[src/rtl/thor2022_reb_seqnum.sv]
// rtl/thor2022_reb_seqnum.sv - REB sequence-number manager.
// Keeps valid entries ranked 0..count-1 (oldest = 0) across allocs, retires and stomps.
module thor2022_reb_seqnum #(
  parameter int REB_ENTRIES = 6,
  parameter int NSLOT       = 8,
  parameter int SNW         = 6
) (
  input  logic                 clk_i,
  input  logic                 rst_ni,
  input  logic                 flush_i,
  input  logic                 alloc0_v_i,
  input  logic [2:0]           alloc0_idx_i,
  input  logic                 alloc1_v_i,
  input  logic [2:0]           alloc1_idx_i,
  input  logic                 retire_v_i,
  input  logic [2:0]           retire_idx_i,
  input  logic [NSLOT-1:0]     stomp_i,
  output logic [NSLOT*SNW-1:0] sns_o,
  output logic [NSLOT-1:0]     valid_o,
  output logic [2:0]           head_o,
  output logic [3:0]           count_o,
  output logic                 full_o,
  output logic                 empty_o,
  output logic                 err_o
);

  logic [SNW-1:0]   sns_q [NSLOT];
  logic [SNW-1:0]   sns_d [NSLOT];
  logic [NSLOT-1:0] valid_q, valid_d;
  logic [2:0]       head_q, head_d;
  logic [3:0]       count_q, count_d;
  logic             full_q, full_d;
  logic             empty_q, empty_d;
  logic             err_q, err_d;

  logic [NSLOT-1:0] retire_oh, freed, surv, a0_oh, a1_oh;
  logic [SNW-1:0]   s_cnt, a1_sns, rank;
  logic             a0_ok, a1_ok, ret_err;

  always_comb begin
    retire_oh = '0;
    a0_oh     = '0;
    a1_oh     = '0;
    s_cnt     = '0;
    rank      = '0;
    count_d   = '0;
    head_d    = 3'd7;

    for (int i = 0; i < NSLOT; i++) begin
      retire_oh[i] = retire_v_i && (int'(retire_idx_i) == i) && (i < REB_ENTRIES);
    end
    freed = (stomp_i | retire_oh) & valid_q;
    surv  = valid_q & ~freed;
    for (int i = 0; i < NSLOT; i++) begin
      s_cnt = s_cnt + {{(SNW-1){1'b0}}, surv[i]};
    end

    // A slot being freed this cycle may be reused; only survivors block allocation.
    a0_ok = alloc0_v_i && (int'(alloc0_idx_i) < REB_ENTRIES) && !surv[alloc0_idx_i];
    a1_ok = alloc1_v_i && (int'(alloc1_idx_i) < REB_ENTRIES) && !surv[alloc1_idx_i] &&
            !(a0_ok && (alloc1_idx_i == alloc0_idx_i));
    for (int i = 0; i < NSLOT; i++) begin
      a0_oh[i] = a0_ok && (int'(alloc0_idx_i) == i);
      a1_oh[i] = a1_ok && (int'(alloc1_idx_i) == i);
    end
    a1_sns = a0_ok ? s_cnt + {{(SNW-1){1'b0}}, 1'b1} : s_cnt;

    for (int i = 0; i < NSLOT; i++) begin
      rank = '0;
      for (int j = 0; j < NSLOT; j++) begin
        if (surv[j] && (sns_q[j] < sns_q[i])) rank = rank + {{(SNW-1){1'b0}}, 1'b1};
      end
      if (a0_oh[i])      sns_d[i] = s_cnt;
      else if (a1_oh[i]) sns_d[i] = a1_sns;
      else if (surv[i])  sns_d[i] = rank;
      else               sns_d[i] = '1;
    end
    valid_d = surv | a0_oh | a1_oh;

    ret_err = retire_v_i && ((int'(retire_idx_i) >= REB_ENTRIES) || !valid_q[retire_idx_i]);
    err_d   = err_q | ret_err | (alloc0_v_i && !a0_ok) | (alloc1_v_i && !a1_ok);

    if (flush_i) begin
      valid_d = '0;
      err_d   = err_q;
      for (int i = 0; i < NSLOT; i++) sns_d[i] = '1;
    end

    for (int i = NSLOT - 1; i >= 0; i--) begin
      count_d = count_d + {3'b000, valid_d[i]};
      if (valid_d[i] && (sns_d[i] == '0)) head_d = 3'(i);
    end
    full_d  = (int'(count_d) == REB_ENTRIES);
    empty_d = (count_d == 4'd0);
  end

  always_ff @(posedge clk_i or negedge rst_ni) begin
    if (!rst_ni) begin
      for (int i = 0; i < NSLOT; i++) sns_q[i] <= '1;
      valid_q <= '0;
      head_q  <= 3'd7;
      count_q <= '0;
      full_q  <= 1'b0;
      empty_q <= 1'b1;
      err_q   <= 1'b0;
    end else begin
      for (int i = 0; i < NSLOT; i++) sns_q[i] <= sns_d[i];
      valid_q <= valid_d;
      head_q  <= head_d;
      count_q <= count_d;
      full_q  <= full_d;
      empty_q <= empty_d;
      err_q   <= err_d;
    end
  end

  always_comb begin
    for (int i = 0; i < NSLOT; i++) sns_o[i*SNW +: SNW] = sns_q[i];
  end

  assign valid_o = valid_q;
  assign head_o  = head_q;
  assign count_o = count_q;
  assign full_o  = full_q;
  assign empty_o = empty_q;
  assign err_o   = err_q;

  // Valid ranks must be distinct, below count, and number exactly count.
  logic inv_ok;
  int   inv_cnt;
  always_comb begin
    inv_ok  = 1'b1;
    inv_cnt = 0;
    for (int i = 0; i < NSLOT; i++) begin
      if (valid_q[i]) begin
        inv_cnt = inv_cnt + 1;
        if (int'(sns_q[i]) >= int'(count_q)) inv_ok = 1'b0;
        for (int j = 0; j < NSLOT; j++) begin
          if ((j != i) && valid_q[j] && (sns_q[j] == sns_q[i])) inv_ok = 1'b0;
        end
      end
    end
    if (inv_cnt != int'(count_q)) inv_ok = 1'b0;
  end

  always @(posedge clk_i) begin
    if (rst_ni) assert (inv_ok);
  end

endmodule

[config.mk]
export PLATFORM = sky130hd
export DESIGN_NAME = thor2022_reb_seqnum
export DESIGN_NICKNAME = d
export VERILOG_FILES = /design/src/rtl/thor2022_reb_seqnum.sv
export SDC_FILE = /design/constraint.sdc
export NUM_CORES = 1
export LEC_CHECK = 0
export CAP_MARGIN = 20
export CELL_PAD_IN_SITES_DETAIL_PLACEMENT = 1
export CELL_PAD_IN_SITES_GLOBAL_PLACEMENT = 2
export CORE_ASPECT_RATIO = 1.25
export CORE_UTILIZATION = 35
export DETAILED_ROUTE_END_ITERATION = 8
export PLACE_DENSITY_LB_ADDON = 0.1
export RECOVER_POWER = 100
export SKIP_CTS_REPAIR_TIMING = 1
export SYNTH_ARGS = -nofsm -noshare
export SYNTH_HDL_FRONTEND = slang
export SYNTH_SLANG_ARGS = --single-unit
[constraint.sdc]
create_clock -name clk_i -period 13.3 [get_ports clk_i]
set_input_delay 2.66 -clock clk_i [delete_from_list [all_inputs] [get_ports clk_i]]
set_output_delay 2.66 -clock clk_i [all_outputs]
set_load 0.02 [all_outputs]
==> metrics.txt <==
post-placement worst setup slack 4.01 ns; Sequential Power Share 0.314; failing checks max-capacitance violations, max-slew violations; sw frac 0.383; Fmax achieved 0.108 GHz; largest net degree at the start of global routing 67; antenna violations before repair 1; Syn Nets 1563; Hold Path Stages 1; Critical Path Sink Type register; footprint of the multi-input gates 8670 um^2; IO Count 89; CTS H-tree depth 3; Max VDD drop 0.0866 mV; Final Hold Slack 0.453 ns; gr usage total 0.285; delay-heaviest family, CP adder cells; CTS Buf Count 9; worst-path cell chain dlygate4sd3_1, nand4b_1, nand2_1, inv_1, fa_1, inv_1, fa_1, fa_1, inv_1, ha_1, fa_1, ha_1, nand4_1, nor3_1, o21ai_0, a211oi_1, or4_1, or3_1, a21boi_0, o31a_1; Fin Setup TNS 0 ns; DR DRC count 0; critical path buffer and inverter count 4; Syn. warnings 0; async set-reset flop share out of synthesis 1.00; ANT nets after route 0; Synth area leader ha_1; DR vias 10534; setup ws final 4.04 ns; number of enable flip-flop cells after synthesis 0; Setup Viol. Count Final 0; Root Driver clkbuf_16; PwrDens 59.1 nW/um^2; Die Wd 161 um; First-pass DRT Iterations 5; Critical Path Source Type primary input; Setup Skew 0.00701 ns; GRT Residual Overflow 0; Slowest cell on crit path nor3_1; CTS tree done; Slowest Stage Delay on Critical Path 0.85 ns; Area contributors post-synth ha_1 25%, dfstp_2 12%, inv_1 4.9%; Netlist Area Pre-Place 11000 um^2; crit path DAT 9.55 ns; vias in the first global route 10794; Final Hold Vio Count 0; syn avg cell area 8.43 um^2; vias per cell 5.84; Die Area 32300 um^2; Final Power 0.751 mW; Netlist cell types 86; Worst-Margin Slew 3.76 ns; row count 72; clock sinks 66; FF/Latch Area 1720 um^2; critical path depth 20; FF-to-FF path depth 24; CP Max Fanout 12; P&R area growth vs syn 15.0%; CP required 13.59 ns; chip height 201 um; Post-Syn Instances 1309; Placeable Area 31000 um^2; first-pass GRT wire length 68400 um; Hold/Removal Path Class register to register; cell mode on critical path fa_1; Lkg Pwr 6.32 nW; Psw 0.288 mW; Final Cycle Share 0.696; final period demand of the worst path 9.26 ns; CP Class primary input to register; Int Pwr 0.463 mW; Slew Viols, Final 98; Seq cells post-synth 66; top cell type's share of synthesized area 0.253; RSZ-0062 raised after global routing no; # fillers 3740; global placer's final weighted congestion 0.890; port bufs 88; WL final 45300 um; Clock Latency Late Sink 0.35 ns; post-synthesis sequential area ratio 0.156; Initial Util 0.356; # diodes 0; layout cells sized above 1 0.0709; Comb power frac 0.358; clock share of power 0.328; Final Util 0.410; clock slew at reported path FFs 0.06 ns; Max-cap violations 2; Rel. slew slack -1.51; Initial DRC Count 535; status finished, violations left; top_reg_cell synth dfstp_2; drt wl/cell 25.1 um; clk buf depth 2; final net count 1645; Detailed Place HPWL 36100 um
[stage by stage]
stage	instance area, um^2	std cells
after floorplan	11000	1309
after global placement	12400	1786
after detailed placement	12400	1786
after CTS	12700	1802
after global routing	12700	1803
final	12700	1803
[sequential cells by signal (all words and copies together), names as in the netlist]
| register | flops |
|---|---|
| sns_o | 48 |
| head_o | 3 |
| empty_o | 1 |
| count_o | 4 |
| valid_o | 8 |
| err_o | 1 |
| full_o | 1 |
[layout by cell type, fill, tap and decap left out, drive strengths merged, types with 8 or more instances in the layout]
master | Yosys | layout
nor3b | 9 | 9
a221oi | 15 | 15
and4 | 12 | 12
fa | 8 | 8
a211o | 8 | 8
and2 | 18 | 18
o21a | 8 | 8
a21oi | 62 | 62
xnor3 | 11 | 11
or3 | 13 | 13
clkdlybuf4s50 | 0 | 33
mux2 | 13 | 13
a21o | 52 | 52
nand4 | 33 | 33
clkbuf | 25 | 15
ha | 223 | 223
o21ai | 41 | 41
nor2 | 64 | 64
a31oi | 12 | 12
nand2 | 110 | 110
a211oi | 15 | 15
inv | 146 | 145
nand2b | 20 | 20
o211ai | 10 | 10
xnor2 | 48 | 48
and3 | 13 | 13
nand3 | 38 | 38
xor2 | 32 | 32
dfrtp | 14 | 14
nor2b | 19 | 19
dfstp | 52 | 52
mux2i | 13 | 13
o31ai | 10 | 10
dlygate4sd3 | 0 | 54
a311oi | 9 | 9
nor3 | 18 | 18
[metal layers]
layer	global-route usage	wire, um	vias up	part of all wire
met4	0.0819	1190	0	0.026
met2	0.488	21800	211	0.48
met1	0.379	20900	5310	0.46
li1	-	-	4969	-
met3	0.0248	1390	44	0.031
met5	0	0	-	0
[layout make-up]
type | instances | area share
clock inverter | 5 | 0.00434
tap | 407 | 0.0401
sequential | 66 | 0.135
timing repair buffer | 99 | 0.0749
inverter | 146 | 0.0432
multi-input combinational | 1069 | 0.683
clock buffer | 11 | 0.0191
[worst paths after layout]
path,start,end,slack [ns]
max in group asynchronous,rst_ni,valid_o[2],7.56
min,err_o,err_o,0.45
min in group asynchronous,rst_ni,valid_o[6],3.59
max,retire_idx_i[0],head_o[0],4.04
min reg2reg,err_o,err_o,0.45
max reg2reg,sns_o[2],head_o[0],5.86
[power by group through the flow]
stage	logic, mW	registers (mW)	clock network (mW)
2_1_floorplan	0.160	0.235	0
3_3_place_gp	0.264	0.240	0
3_5_place_dp	0.268	0.240	0
4_1_cts	0.270	0.237	0.253
5_1_grt	0.296	0.236	0.259
6_report	0.268	0.236	0.246
[synthesized netlist by cell type (all sizes together), types with 12 or more instances]
cell	n
nor3	18
and4	12
o21ai	41
xnor2	48
clkbuf	25
nand2	110
a31oi	12
a211oi	15
nand3	38
nor2b	19
inv	146
ha	223
a21o	52
or3	13
mux2i	13
a21oi	62
mux2	13
nand4	33
nor2	64
nand2b	20
and2	18
and3	13
dfstp	52
dfrtp	14
xor2	32
a221oi	15
[logic make-up (layout without fill, tap and decap cells)]
logic type / after synthesis / count (layout) / synth area share
and+or+nand+nor: 406 / 406 / 0.196
AOI/OAI and AO/OA: 313 / 313 / 0.203
adders and majority gates: 231 / 231 / 0.267
buffers and inverters: 174 / 261 / 0.0600
xor gates and xnor gates: 92 / 92 / 0.0915
DFF: 66 / 66 / 0.156
muxes: 27 / 27 / 0.0271
Note: power is estimated with default switching activity, not from simulation.
==> variant 1 (same settings) <==
Reset style: synchronous (`rst_ni`), changed in one clocked block.
--- a/src/rtl/thor2022_reb_seqnum.sv
+++ b/src/rtl/thor2022_reb_seqnum.sv
@@ -94,7 +94,7 @@
     empty_d = (count_d == 4'd0);
   end
 
-  always_ff @(posedge clk_i or negedge rst_ni) begin
+  always_ff @(posedge clk_i) begin
     if (!rst_ni) begin
       for (int i = 0; i < NSLOT; i++) sns_q[i] <= '1;
       valid_q <= '0;
Check against the original RTL: not equivalent (a bounded check fails within 4 cycles, from zero or initial values and one cycle with rst_ni low; the reset may be asserted at any time).
==> variant 1 against the original RTL <==
Sequential power down 11%; power down 14%; combinational power down 41%; setup slack worse by 740 ps; the run still ends with max-capacitance violations, max-slew violations left; routed wire length up 2.7%; via count down 0.40%; area after synthesis down 2.3%; sequential cell count unchanged; utilization up 0.29 points; first-iteration DRC count down 17%; cell area down 1.8%; sequential share of layout area down 2.9 points.
==> variant 1: results (changes against the original RTL) <==
Power and ir drop
  • LEAKAGE: 5.92 nW (-6.3%)
  • Psw: 0.216 mW (-25%)
  • Seq pwr share: 32.5% (+1.1 points)
  • Max VDD drop: 0.0000750 V (-13%)
  • Clock-net power: 0.277 mW (+13%)

Worst setup path
  • Delay of the slowest critical-path stage: 780 ps (-70 ps)
  • Slowest cell on crit path: dlygate4sd3_1
  • Worst-path maximum fanout: 13 (+1)
  • CP arrival: 10,220 ps (+670 ps)
  • Top delay family on crit path: adder cells
  • Setup slack, reg-to-reg: 6060 ps (+200 ps)

Yosys
  • Synth warn: 0 (unchanged)
  • Library cells used by synthesis: 103 (+20%)
  • Register area share after synthesis: 12.2% (-3.3 points)
  • Top FF cell, synth: dfxtp_1
  • Compound-gate portion of the synthesized area: 21.1% (+0.82 points)
  • Leading cell types by count after synthesis: ha_1 (223), inv_1 (131), nand2_1 (122), dfxtp_1 (66), a21oi_1 (58)
  • Syn Area/Cell: 8.39 µm² (-0.53%)
  • FFs w/ async S/R, synth: 0% (-100 points)
  • Mux cell area share after synthesis: 2.86% (+0.16 points)
  • Top cells by area, synth: ha_1 (26%), dfxtp_1 (12%), inv_1 (4.6%), nand2_1 (4.2%), a21o_1 (2.9%)
  • Post-Synth XOR/XNOR Area: 9.36% (+0.21 points)
  • Synthesized Nets: 1,540 (-1.5%)
  • Synth Area in Adders: 27.5% (+0.81 points)

Clocking
  • Worst skew pair latency: 360 ps
  • CTS Buf Count: 9 (unchanged)
  • Clk buf depth: 2 (unchanged)
  • Clock H-tree levels: 3 (unchanged)
  • Clock-pin slew on the worst setup and hold paths: 70 ps
  • Clock root buffer: clkbuf_16

Final layout
  • Largest register FFs: 48 (unchanged)
  • Biggest register: sns_q
  • Non-Filler Instances: 1,781 (-1.2%)
  • Fraction of layout cells with a size suffix above 1: 5.51% (-1.6 points)
  • # diodes: 0 (unchanged)
  • Nets: 1,629 (-0.97%)

Outcome
  • Status: finished, violations left
  • Failing checks: max-capacitance violations, max-slew violations

Routing
  • Drt first pass iters: 5 (unchanged)
  • Initial DRC count: 442 (-17%)
  • WL final: 46.6 mm (+2.7%)
  • Via count: 10,500 (-0.40%)

Timing
  • Final Max Slew Viols: 49 (-50%)
  • Clk_skew: 17.1 ps (+10.1 ps)
  • Worst-margin pin slew: 1640 ps (-2120 ps)

Flow run
  • Max cap viols: 2 (unchanged)

Placement
  • Hpwl dp: 37.3 mm (+3.5%)
  • IO buf count: 88 (unchanged)
  • # placed instances: 1,765 (-1.2%)
  • Placer congestion estimate: 0.926 (+4.0%)

Worst hold path
  • Hold crit path type: reg -> reg

Global routing
  • Tot GR Track Use: 30.0% (+1.4 points)
  • First-pass GRT wire length: 69.5 mm (+1.5%)
  • Vias in the first global route: 10,900 (+1.1%)
  • Largest net degree at the start of global routing: 34 (-49%)
  • Antenna violations before repair: 0 (-1)
-- variant 1: changes by cell type in the layout (fill, tap and decap cells not counted), moves of 10 or more --
cell             before  now
a21o_1               52   41
and3_1               13    3
clkdlybuf4s50_1      33   21
dfrtp_1              14    0
dfstp_1              14    0
dfstp_2              38    0
dfxtp_1               0   66
dlygate4sd3_1        54   67
inv_1               144  131
nand2_1             109  122
nor2_1               63   40
o21ai_0              39   20
xnor2_1              46   34
-- variant 1: metal layers --
metal | track usage (%) | part of all wire (%) | up-vias
li1 | - | - | 4984
met2 | 53.0 | 48 | 257
met5 | 0 | 0 | -
met4 | 16.9 | 6.0 | 0
met1 | 35.4 | 42 | 5148
met3 | 3.16 | 3.5 | 103
-- variant 1: area by class of cell --
| cell class | count | area (µm²) |
|---|---|---|
| fillers | 3665 | 17700 |
| multi-input cells | 1055 | 8780 |
| flip-flops and latches | 66 | 1320 |
| repair buffers | 107 | 1010 |
| inverters | 136 | 513 |
| well taps | 401 | 502 |
| clock buffers | 9 | 225 |
| clock inverters | 7 | 101 |
-- variant 1: per-stage QoR --
step | utilization [%] | worst slack, ps | cell area [µm²] | total power, mW | hold slack [ps]
final | 41.2 | 3300 | 12500 | 0.643 | 509
after floorplan | - | 5220 | 10800 | 0.309 | 555
after global routing | 41.2 | 3020 | 12500 | 0.668 | 533
after global placement | 40.3 | 3660 | 12200 | 0.370 | 507
after CTS | 41.4 | 3760 | 12500 | 0.649 | 522
after detailed placement | 40.3 | 3450 | 12200 | 0.372 | 508
-- variant 1: worst paths after layout --
kind,from,cells after the start,end
setup reg to reg,sns_q[0][3],28,head_o[2]
hold reg to reg,err_o,2,err_o
hold / removal,err_o,2,err_o
setup / recovery,retire_v_i,21,head_o[0]
==> variant 2 (config.mk and constraints unchanged) <==
Without the edit above. Set the parameter `SNW` to 7 (it was 6).
--- a/src/rtl/thor2022_reb_seqnum.sv
+++ b/src/rtl/thor2022_reb_seqnum.sv
@@ -3,7 +3,7 @@
 module thor2022_reb_seqnum #(
   parameter int REB_ENTRIES = 6,
   parameter int NSLOT       = 8,
-  parameter int SNW         = 6
+  parameter int SNW         = 7
 ) (
   input  logic                 clk_i,
   input  logic                 rst_ni,
Interface: changed (resized sns_o); port bits go from 89 to 97. No check against the original RTL was run, so the function may have changed too.
==> variant 2 against the original RTL <==
The flow still finishes with violations (max-capacitance violations, max-slew violations); power is 16% higher; count of clock-buffer cells in the layout is 1 lower; cell area is 11% higher; synthesized cell count is 10% higher; sequential cell count is 8 higher; critical path depth is 1 higher; routed wire length is 18% higher; area after synthesis is 11% higher; utilization is 0.10 points lower; setup slack worse by 150 ps.
==> variant 2: results (changes against the original RTL) <==
Outcome
  • Status: finished, violations left
  • Failing checks: max-capacitance violations, max-slew violations

Timing
  • Clk_skew: 8.01 ps (+1.01 ps)
  • Worst-margin pin slew: 4170 ps (+412 ps)
  • Final Max Slew Viols: 104 (+6.1%)
  • Crit path time final: 9410 ps (+155 ps)

Final layout
  • Largest register FFs: 56 (+17%)
  • # diodes: 0 (unchanged)
  • Fraction of layout cells with a size suffix above 1: 7.83% (+0.74 points)
  • Nets: 1,810 (+10%)
  • Non-Filler Instances: 2,001 (+11%)

Worst setup path
  • Worst-path maximum fanout: 12 (unchanged)
  • Setup slack, reg-to-reg: 6160 ps (+300 ps)
  • RR Startpoint: sns_o[8]
  • Worst Reg2Reg Path Length in Cells: 31 (+29%)
  • CP arrival: 9680 ps (+130 ps)
  • Critical Path End: full_o

Yosys
  • Top cells by area, synth: ha_1 (26%), dfstp_2 (13%), a21oi_1 (4.0%), inv_1 (4.0%), nand2_1 (3.0%)
  • Synthesized Nets: 1,724 (+10%)
  • Syn Area/Cell: 8.52 µm² (+0.97%)
  • Register area share after synthesis: 15.7% (+0.14 points)
  • Leading cell types by count after synthesis: ha_1 (251), inv_1 (130), a21oi_1 (98), nand2_1 (97), nor2_1 (62)
  • Library cells used by synthesis: 106 (+23%)
  • Synth warn: 0 (unchanged)

Global routing
  • Largest net degree at the start of global routing: 75 (+12%)
  • Antenna violations before repair: 0 (-1)
  • Vias in the first global route: 12,200 (+13%)
  • First-pass GRT wire length: 79.0 mm (+15%)
  • Tot GR Track Use: 30.3% (+1.7 points)

Routing
  • Via count: 12,000 (+13%)
  • WL final: 53.4 mm (+18%)
  • Initial DRC count: 636 (+19%)
  • Drt first pass iters: 5 (unchanged)

Power and ir drop
  • LEAKAGE: 6.65 nW (+5.1%)
  • Max VDD drop: 0.0000909 V (+5.0%)

Clocking
  • Clock H-tree levels: 3 (unchanged)
  • CTS Buf Count: 9 (unchanged)
  • Worst skew pair latency: 350 ps (about the same)

Placement
  • Pre-CTS WS: 3970 ps (-39.7 ps)
  • IO buf count: 96 (+9.1%)
  • Hpwl dp: 42.5 mm (+18%)
  • Placer congestion estimate: 0.937 (+5.2%)
  • Placed inst area: 13,800 µm² (+11%)

Flow run
  • Max cap viols: 2 (unchanged)

Worst hold path
  • Hold Path Origin: err_o
  • Hold Path Depth: 1 (unchanged)
[variant 2: cell type report]
class                           instances  area (µm²)
Tap cell                              468         586
Clock inverter                          6        95.1
Fill cell                            4069       20400
Multi-Input combinational cell       1200        9710
Timing Repair Buffer                  106        1020
Clock buffer                           10         250
Inverter                              137         517
Sequential cell                        74        1930
[variant 2: how the worst min path moves through the flow]
stage / slack [ps] / to
5_1_grt: 520 / err_o
2_1_floorplan: 590 / err_o
4_1_cts: 490 / err_o
3_3_place_gp: 470 / err_o
3_5_place_dp: 460 / err_o
6_report: 480 / err_o
[variant 2: power by group]
| part | switching, mW | total, mW | internal [mW] |
|---|---|---|---|
| sequential | 0.0269 | 0.266 | 0.239 |
| combinational | 0.204 | 0.321 | 0.117 |
| clock | 0.107 | 0.285 | 0.178 |
[variant 2: kinds of logic after synthesis]
kind of cell,synth area share [%]
simple gates,20.9
xor+xnor,8.32
compound gates,21.3
fa+ha+maj,26.9
mux,1.67
flops,15.7
buf+inv,5.21
[variant 2: per-layer routing]
metal / global-route usage (%) / wire length [µm] / vias to the layer above
li1: - / - / 5590
met1: 38.2 / 23100 / 5961
met2: 51.7 / 25300 / 312
met3: 2.26 / 2100 / 90
met4: 15.2 / 2890 / 0
met5: 0 / 0 / -
[variant 2: worst max-delay path: stages]
cell and delay (ps):
dlygate4sd3_1 710, and4bb_1 230, or3b_1 110, clkbuf_1 630, inv_1 570, a221o_1 520, nand3_1 300, nand2b_1 220
and4_1 280, o31ai_1 540, inv_1 200, fa_1 580, inv_1 50, fa_1 470, inv_1 50, fa_1 440
ha_1 220, fa_1 380, xor2_1 260, nand2_1 100, nor3_1 120
